`config.mk`:
```
export PLATFORM = sky130hd
export DESIGN_NAME = bam_seq_mult
export DESIGN_NICKNAME = d
export VERILOG_FILES = /design/src/rtl/bam_seq_mult.sv
export SDC_FILE = /design/constraint.sdc
export NUM_CORES = 1
export LEC_CHECK = 0
export ABC_AREA = 0
export CORE_MARGIN = 2
export CORE_UTILIZATION = 28
export DETAILED_ROUTE_END_ITERATION = 16
export GPL_ROUTABILITY_DRIVEN = 0
export PLACE_DENSITY = 0.43
export SLEW_MARGIN = 20
export SYNTH_ARGS = -nofsm -noshare
export SYNTH_HDL_FRONTEND = slang
export SYNTH_SLANG_ARGS = --single-unit
```
`constraint.sdc`:
```
create_clock -name clk -period 4.8 [get_ports clk]
set_input_delay 0.48 -clock clk [delete_from_list [all_inputs] [get_ports clk]]
set_output_delay 0.48 -clock clk [all_outputs]
set_load 0.005 [all_outputs]
```
`src/rtl/bam_seq_mult.sv`:
```
// -----------------------------------------------------------------------------
// bam_seq_mult
//
// Iterative unsigned broken-array multiplier (BAM) with run-time approximation
// control. The result is the sum of the retained partial products of a * b,
// where partial product a[i] & b[j] (weight i+j) is kept only when
//   j >= cfg_h   (horizontal break: whole low rows of b are dropped), and
//   i + j >= cfg_v (vertical break: low-weight columns are dropped).
//
// One partial-product row is accumulated per clock. Broken rows below cfg_h
// are skipped entirely by starting the row counter at cfg_h, so a larger
// horizontal break gives a shorter latency: out_valid rises max(N - cfg_h, 0)
// rising edges after the accepting edge.
//
// Handshakes (both sides): a transfer happens on a rising edge where valid and
// ready are both high. A producer holding valid must keep its data stable
// until the transfer; ready never depends combinationally on the matching
// valid (in_ready and out_valid are pure decodes of the state register).
//
// Parameters
//   N   operand width (N >= 2); result is 2N bits
//   HW  width of cfg_h
//   VW  width of cfg_v
//
// Ports
//   clk        clock, rising-edge active
//   rst        asynchronous, active-high reset
//   in_valid   operand/config beat valid
//   in_ready   block can accept a beat (state IDLE)
//   a, b       unsigned multiplicand / multiplier
//   cfg_h      horizontal break: rows j < cfg_h omitted
//   cfg_v      vertical break: weights i+j < cfg_v omitted
//   out_valid  result valid (state DONE)
//   out_ready  consumer accepts result
//   result     approximate product, held after the output handshake
//   busy       high in CALC or DONE
//   dbg_state  current FSM state (0 IDLE, 1 CALC, 2 DONE)
// -----------------------------------------------------------------------------
module bam_seq_mult #(
    parameter int N  = 8,
    parameter int HW = $clog2(N + 1),
    parameter int VW = $clog2(2 * N + 1)
) (
    input  logic             clk,
    input  logic             rst,
    input  logic             in_valid,
    output logic             in_ready,
    input  logic [N-1:0]     a,
    input  logic [N-1:0]     b,
    input  logic [HW-1:0]    cfg_h,
    input  logic [VW-1:0]    cfg_v,
    output logic             out_valid,
    input  logic             out_ready,
    output logic [2*N-1:0]   result,
    output logic             busy,
    output logic [1:0]       dbg_state
);

    typedef enum logic [1:0] {
        S_IDLE = 2'd0,
        S_CALC = 2'd1,
        S_DONE = 2'd2
    } state_t;

    // Index of the top partial-product row; a row counter starting above it
    // means every row is broken and the product is zero.
    localparam logic [HW-1:0] LAST_ROW = HW'(N - 1);

    // -------------------------------------------------------------------------
    // State and latched operands
    // -------------------------------------------------------------------------
    state_t           r_state;
    logic [N-1:0]     r_a;
    logic [N-1:0]     r_b;
    logic [VW-1:0]    r_v;
    logic [HW-1:0]    r_row;
    logic [2*N-1:0]   r_acc;
    logic [2*N-1:0]   r_result;

    // -------------------------------------------------------------------------
    // Row datapath
    // -------------------------------------------------------------------------
    logic             w_bit_b;      // b[current row]
    logic [N-1:0]     w_mask;       // per-column keep mask for current row
    logic [2*N-1:0]   w_pp;         // shifted, masked partial-product row
    logic [2*N-1:0]   w_acc_next;   // full-width accumulate, no carry dropped
    logic             w_last;       // current row is the top row

    always_comb begin
        // Select b[r_row] with a compare loop so the row counter (which can
        // legally hold N after acceptance) never indexes past the vector.
        w_bit_b = 1'b0;
        for (int j = 0; j < N; j++) begin
            if (r_row == HW'(j)) begin
                w_bit_b = r_b[j];
            end
        end

        // Column i survives when the row bit is set and its weight i + row
        // reaches the vertical break. i + row <= 2N - 2 always fits in VW bits.
        w_mask = '0;
        for (int i = 0; i < N; i++) begin
            w_mask[i] = w_bit_b && ((VW'(i) + VW'(r_row)) >= r_v);
        end

        w_pp       = {{N{1'b0}}, (r_a & w_mask)} << r_row;
        w_acc_next = r_acc + w_pp;
        w_last     = (r_row == LAST_ROW);
    end

    // -------------------------------------------------------------------------
    // Control FSM and registers
    // -------------------------------------------------------------------------
    always_ff @(posedge clk or posedge rst) begin
        if (rst) begin
            r_state  <= S_IDLE;
            r_a      <= '0;
            r_b      <= '0;
            r_v      <= '0;
            r_row    <= '0;
            r_acc    <= '0;
            r_result <= '0;
        end else begin
            case (r_state)
                S_IDLE: begin
                    // in_ready is high exactly in IDLE, so in_valid alone
                    // completes the input handshake here.
                    if (in_valid) begin
                        r_a   <= a;
                        r_b   <= b;
                        r_v   <= cfg_v;
                        r_row <= cfg_h;
                        r_acc <= '0;
                        if (cfg_h > LAST_ROW) begin
                            // Every row is broken: answer immediately.
                            r_result <= '0;
                            r_state  <= S_DONE;
                        end else begin
                            r_state  <= S_CALC;
                        end
                    end
                end

                S_CALC: begin
                    // No early exit on the vertical break: rows that are fully
                    // masked still take their cycle, keeping latency a function
                    // of cfg_h only.
                    r_acc <= w_acc_next;
                    if (w_last) begin
                        r_result <= w_acc_next;
                        r_state  <= S_DONE;
                    end else begin
                        r_row <= r_row + HW'(1);
                    end
                end

                S_DONE: begin
                    // result is held until the consumer takes it; it keeps
                    // its value after returning to IDLE.
                    if (out_ready) begin
                        r_state <= S_IDLE;
                    end
                end

                default: begin
                    r_state <= S_IDLE;
                end
            endcase
        end
    end

    // -------------------------------------------------------------------------
    // Outputs: decodes of registered state only
    // -------------------------------------------------------------------------
    assign in_ready  = (r_state == S_IDLE);
    assign out_valid = (r_state == S_DONE);
    assign busy      = !in_ready;
    assign result    = r_result;
    assign dbg_state = r_state;

endmodule

```
==> impl_metrics.env <==
export IMPL_required_ns=5.07
export IMPL_r2r_setup_slack_ns=0.27
export IMPL_area_growth_pct=28.7
export IMPL_cp_max_fo=5
export IMPL_wl_met2_mm=6.08
export IMPL_finalMaxSlewViolations=0
export IMPL_dp_hpwl_mm=9.49
export IMPL_rsz0062_at_grt="true"
export IMPL_arrival_ns=4.80
export IMPL_drt_iter0_drc=148
export IMPL_yosysUniqueCellTypes=54
export IMPL_coreArea_um2=15900
export IMPL_period_share_pct=94.3
export IMPL_avgSynthCellArea_um2=8.87
export IMPL_fillCellCount=1671
export IMPL_min_period_ns=4.53
export IMPL_design_area_um2=5840
export IMPL_fin_worst_skew_ns=0.00884
export IMPL_synth_edf_count=0
export IMPL_synth_seq_cells=59
export IMPL_grt_usage_pct=15.3
export IMPL_routed_wl_mm=12.6
export IMPL_final_cells=794
export IMPL_cts_tree="built"
export IMPL_crit_slowest_cell="dfrtp_1"
export IMPL_p_leak_nw=2.71
export IMPL_hold_violations=0
export IMPL_ant_nets=0
export IMPL_dpl_instance_area_um2=5410
export IMPL_avgRoutedWirePerCell_um=15.8
export IMPL_grt_pass1_wl_mm=21.0
export IMPL_drive_gt1_share_pct=17.3
export IMPL_ys_warn_count=0
export IMPL_antenna_found_initial=0
export IMPL_finalSetupViolations=0
export IMPL_finalCoreUtilization_pct=36.8
export IMPL_vias=3900
export IMPL_top_layer_used="met4"
export IMPL_synth_flop_cell="dfrtp_1"
export IMPL_path_cells="inv_2 > ha_4 > inv_1 > ha_1 > a21o_1 > a31oi_2 > o211ai_1 > buf_4 > mux2_2 > nor2_1 > a211oi_1 > mux2_2 > and2_4 > ha_4 > nor3_4 > nand2b_1 > o21a_1 > o41ai_2 > o21ai_1 > a31o_2 > a2111o_1 > nand3_1"
export IMPL_grt_ovfl_total=0
export IMPL_die_x_um=131
export IMPL_wl_met3_um=420
export IMPL_drv_cap=0
export IMPL_first_pass_iters=4
export IMPL_die_h_um=131
export IMPL_powerDensity_nw_per_um2=679
export IMPL_synth_nets=601
export IMPL_fin_tns_setup_ns=0
export IMPL_ys_seq_area_share_pct=32.5
export IMPL_clk_latency_ns=0.34
export IMPL_htree_levels=3
export IMPL_ir_drop_v=0.000260
export IMPL_ys_async_sr_fraction_pct=100
export IMPL_slew_headroom_pct=46.6
export IMPL_worst_pin_slew_ns=0.801
export IMPL_dp_cells=779
export IMPL_synthesis_area_um2=4540
export IMPL_start_util_pct=28.6
export IMPL_max_stage_delay_ns=0.40
export IMPL_viasPerCell=4.91
export IMPL_cts_buffer_depth=2
export IMPL_cp_end_kind="register"
export IMPL_cts_made_buffers=9
export IMPL_rows=46
export IMPL_clkSinkCount=59
export IMPL_hold_class="register to register"
export IMPL_crit_type="register to register"
export IMPL_cts_root_buf="clkbuf_16"
export IMPL_num_antenna_cells=0
export IMPL_portBuffers=49
export IMPL_drc=0
export IMPL_synthCells=512
export IMPL_grt_pass1_vias=4105
export IMPL_power_total_mw=3.97
export IMPL_grt_max_degree=60
export IMPL_worstSetupStartpointType="register"
export IMPL_io_pins=50
export IMPL_fin_nets=664
export IMPL_fmax_mhz=221
export IMPL_die_area_um2=17200
export IMPL_met1_length_mm=5.83
export IMPL_status="finished, final reports clean"
export IMPL_clkTransAtPathRegs_ns=0.05
Yosys cell counts (all sizes together), types with 2 or more instances:
cell type,instances,share of area (%)
nand3b,3,0.50
nor2b,5,0.69
xor2,5,0.96
mux2,19,4.7
a22oi,7,1.5
a31oi,7,0.96
a211o,2,0.39
buf,6,0.61
nand4,2,0.28
nor2,26,2.1
inv,24,2.0
nand2b,7,1.1
a21o,16,2.6
ha,59,16
o22ai,4,0.55
o21a,2,0.33
or3,6,0.94
nand3,19,2.1
o21ai,44,4.9
o21bai,2,0.33
a31o,2,0.39
dfrtp,59,33
xnor2,13,2.5
o31ai,4,0.66
and3,8,1.1
clkbuf,15,1.2
nand2,69,5.7
and2,7,0.96
a22o,5,0.96
mux2i,8,1.8
nor3,11,1.2
a21oi,26,2.9
a211oi,7,1.3
path summary, 6_finish.rpt:
kind	startpoint	to	depth (start not counted)
hold reg to reg	result[13]$_DFFE_PP0P_	result[13]$_DFFE_PP0P_	2
max in group asynchronous	rst	r_row[0]$_DFFE_PP0P_	3
hold / removal	result[13]$_DFFE_PP0P_	result[13]$_DFFE_PP0P_	2
setup reg to reg	r_row[1]$_DFFE_PP0P_	result[15]$_DFFE_PP0P_	22
min in group asynchronous	rst	result[3]$_DFFE_PP0P_	3
setup / recovery	r_row[1]$_DFFE_PP0P_	result[15]$_DFFE_PP0P_	22
worst max-delay path, delay by kind of cell, from the launching register on:
kind / cells / cell delay (ns)
fa+ha+maj: 3 / 0.75
flops: 1 / 0.40
compound gates: 9 / 1.87
mux: 2 / 0.56
simple gates: 5 / 0.58
buf+inv: 3 / 0.29
flip-flops by register name (all words and copies together), names as in the netlist:
register   cells
dbg_state      2
r_a            8
r_acc         16
r_b            8
r_row          4
r_v            5
result        16
per-stage QoR:
stage,hold slack [ns],setup WS [ns]
CTS,0.484,0.0169
floorplan,0.452,0.0509
global route,0.499,-0.0180
global placement,0.466,0.101
detailed placement,0.471,0.0381
finish,0.481,0.272
per-layer routing:
metal / up-vias / track usage, %
met5: - / 0
met4: 0 / 4.47
met3: 13 / 4.40
met2: 58 / 25.5
met1: 1873 / 19.2
li1: 1956 / -
where the power goes:
group	internal (mW)	switching [mW]	total [mW]
clock network	0.408	0.229	0.636
logic	1.10	1.40	2.50
registers	0.682	0.152	0.833
logic make-up after synthesis:
group                      after synthesis  share of synthesized area, %
muxes                                   27                          6.48
buffers and inverters                   45                          3.83
and+or+nand+nor                        166                          17.3
adders and majority gates               60                          16.7
DFF                                     59                          32.5
xor gates and xnor gates                18                          3.47
AOI/OAI and AO/OA                      137                          19.7
placed cells by master, fill, tap and decap left out, drive strengths merged, types with 6 or more instances in the layout:
cell type,instances
a21oi,26
nand3,19
dfrtp,59
xnor2,13
clkdlybuf4s50,49
nand2,69
a31oi,7
nor2,26
or3,6
buf,24
a211oi,7
and3,8
mux2i,8
clkbuf,11
mux2,19
inv,24
a21o,16
o21ai,44
a22oi,7
nand2b,7
and2,7
nor3,11
ha,59
what timing repair did:
action,CTS,global route
setup endpoints to repair,0,8
hold buffers,0,0
buffers inserted,0,1
resized for setup,0,39
layout make-up:
class / count / area (um2) / share of cell area, %
clock inverters: 3 / 40.0 / 0.685
well taps: 216 / 270 / 4.62
clock buffers: 11 / 243 / 4.15
repair buffers: 73 / 683 / 11.7
inverters: 24 / 90.1 / 1.54
multi-input cells: 408 / 3040 / 52.0
flip-flops and latches: 59 / 1480 / 25.3
(Power assumes the default switching activity.)
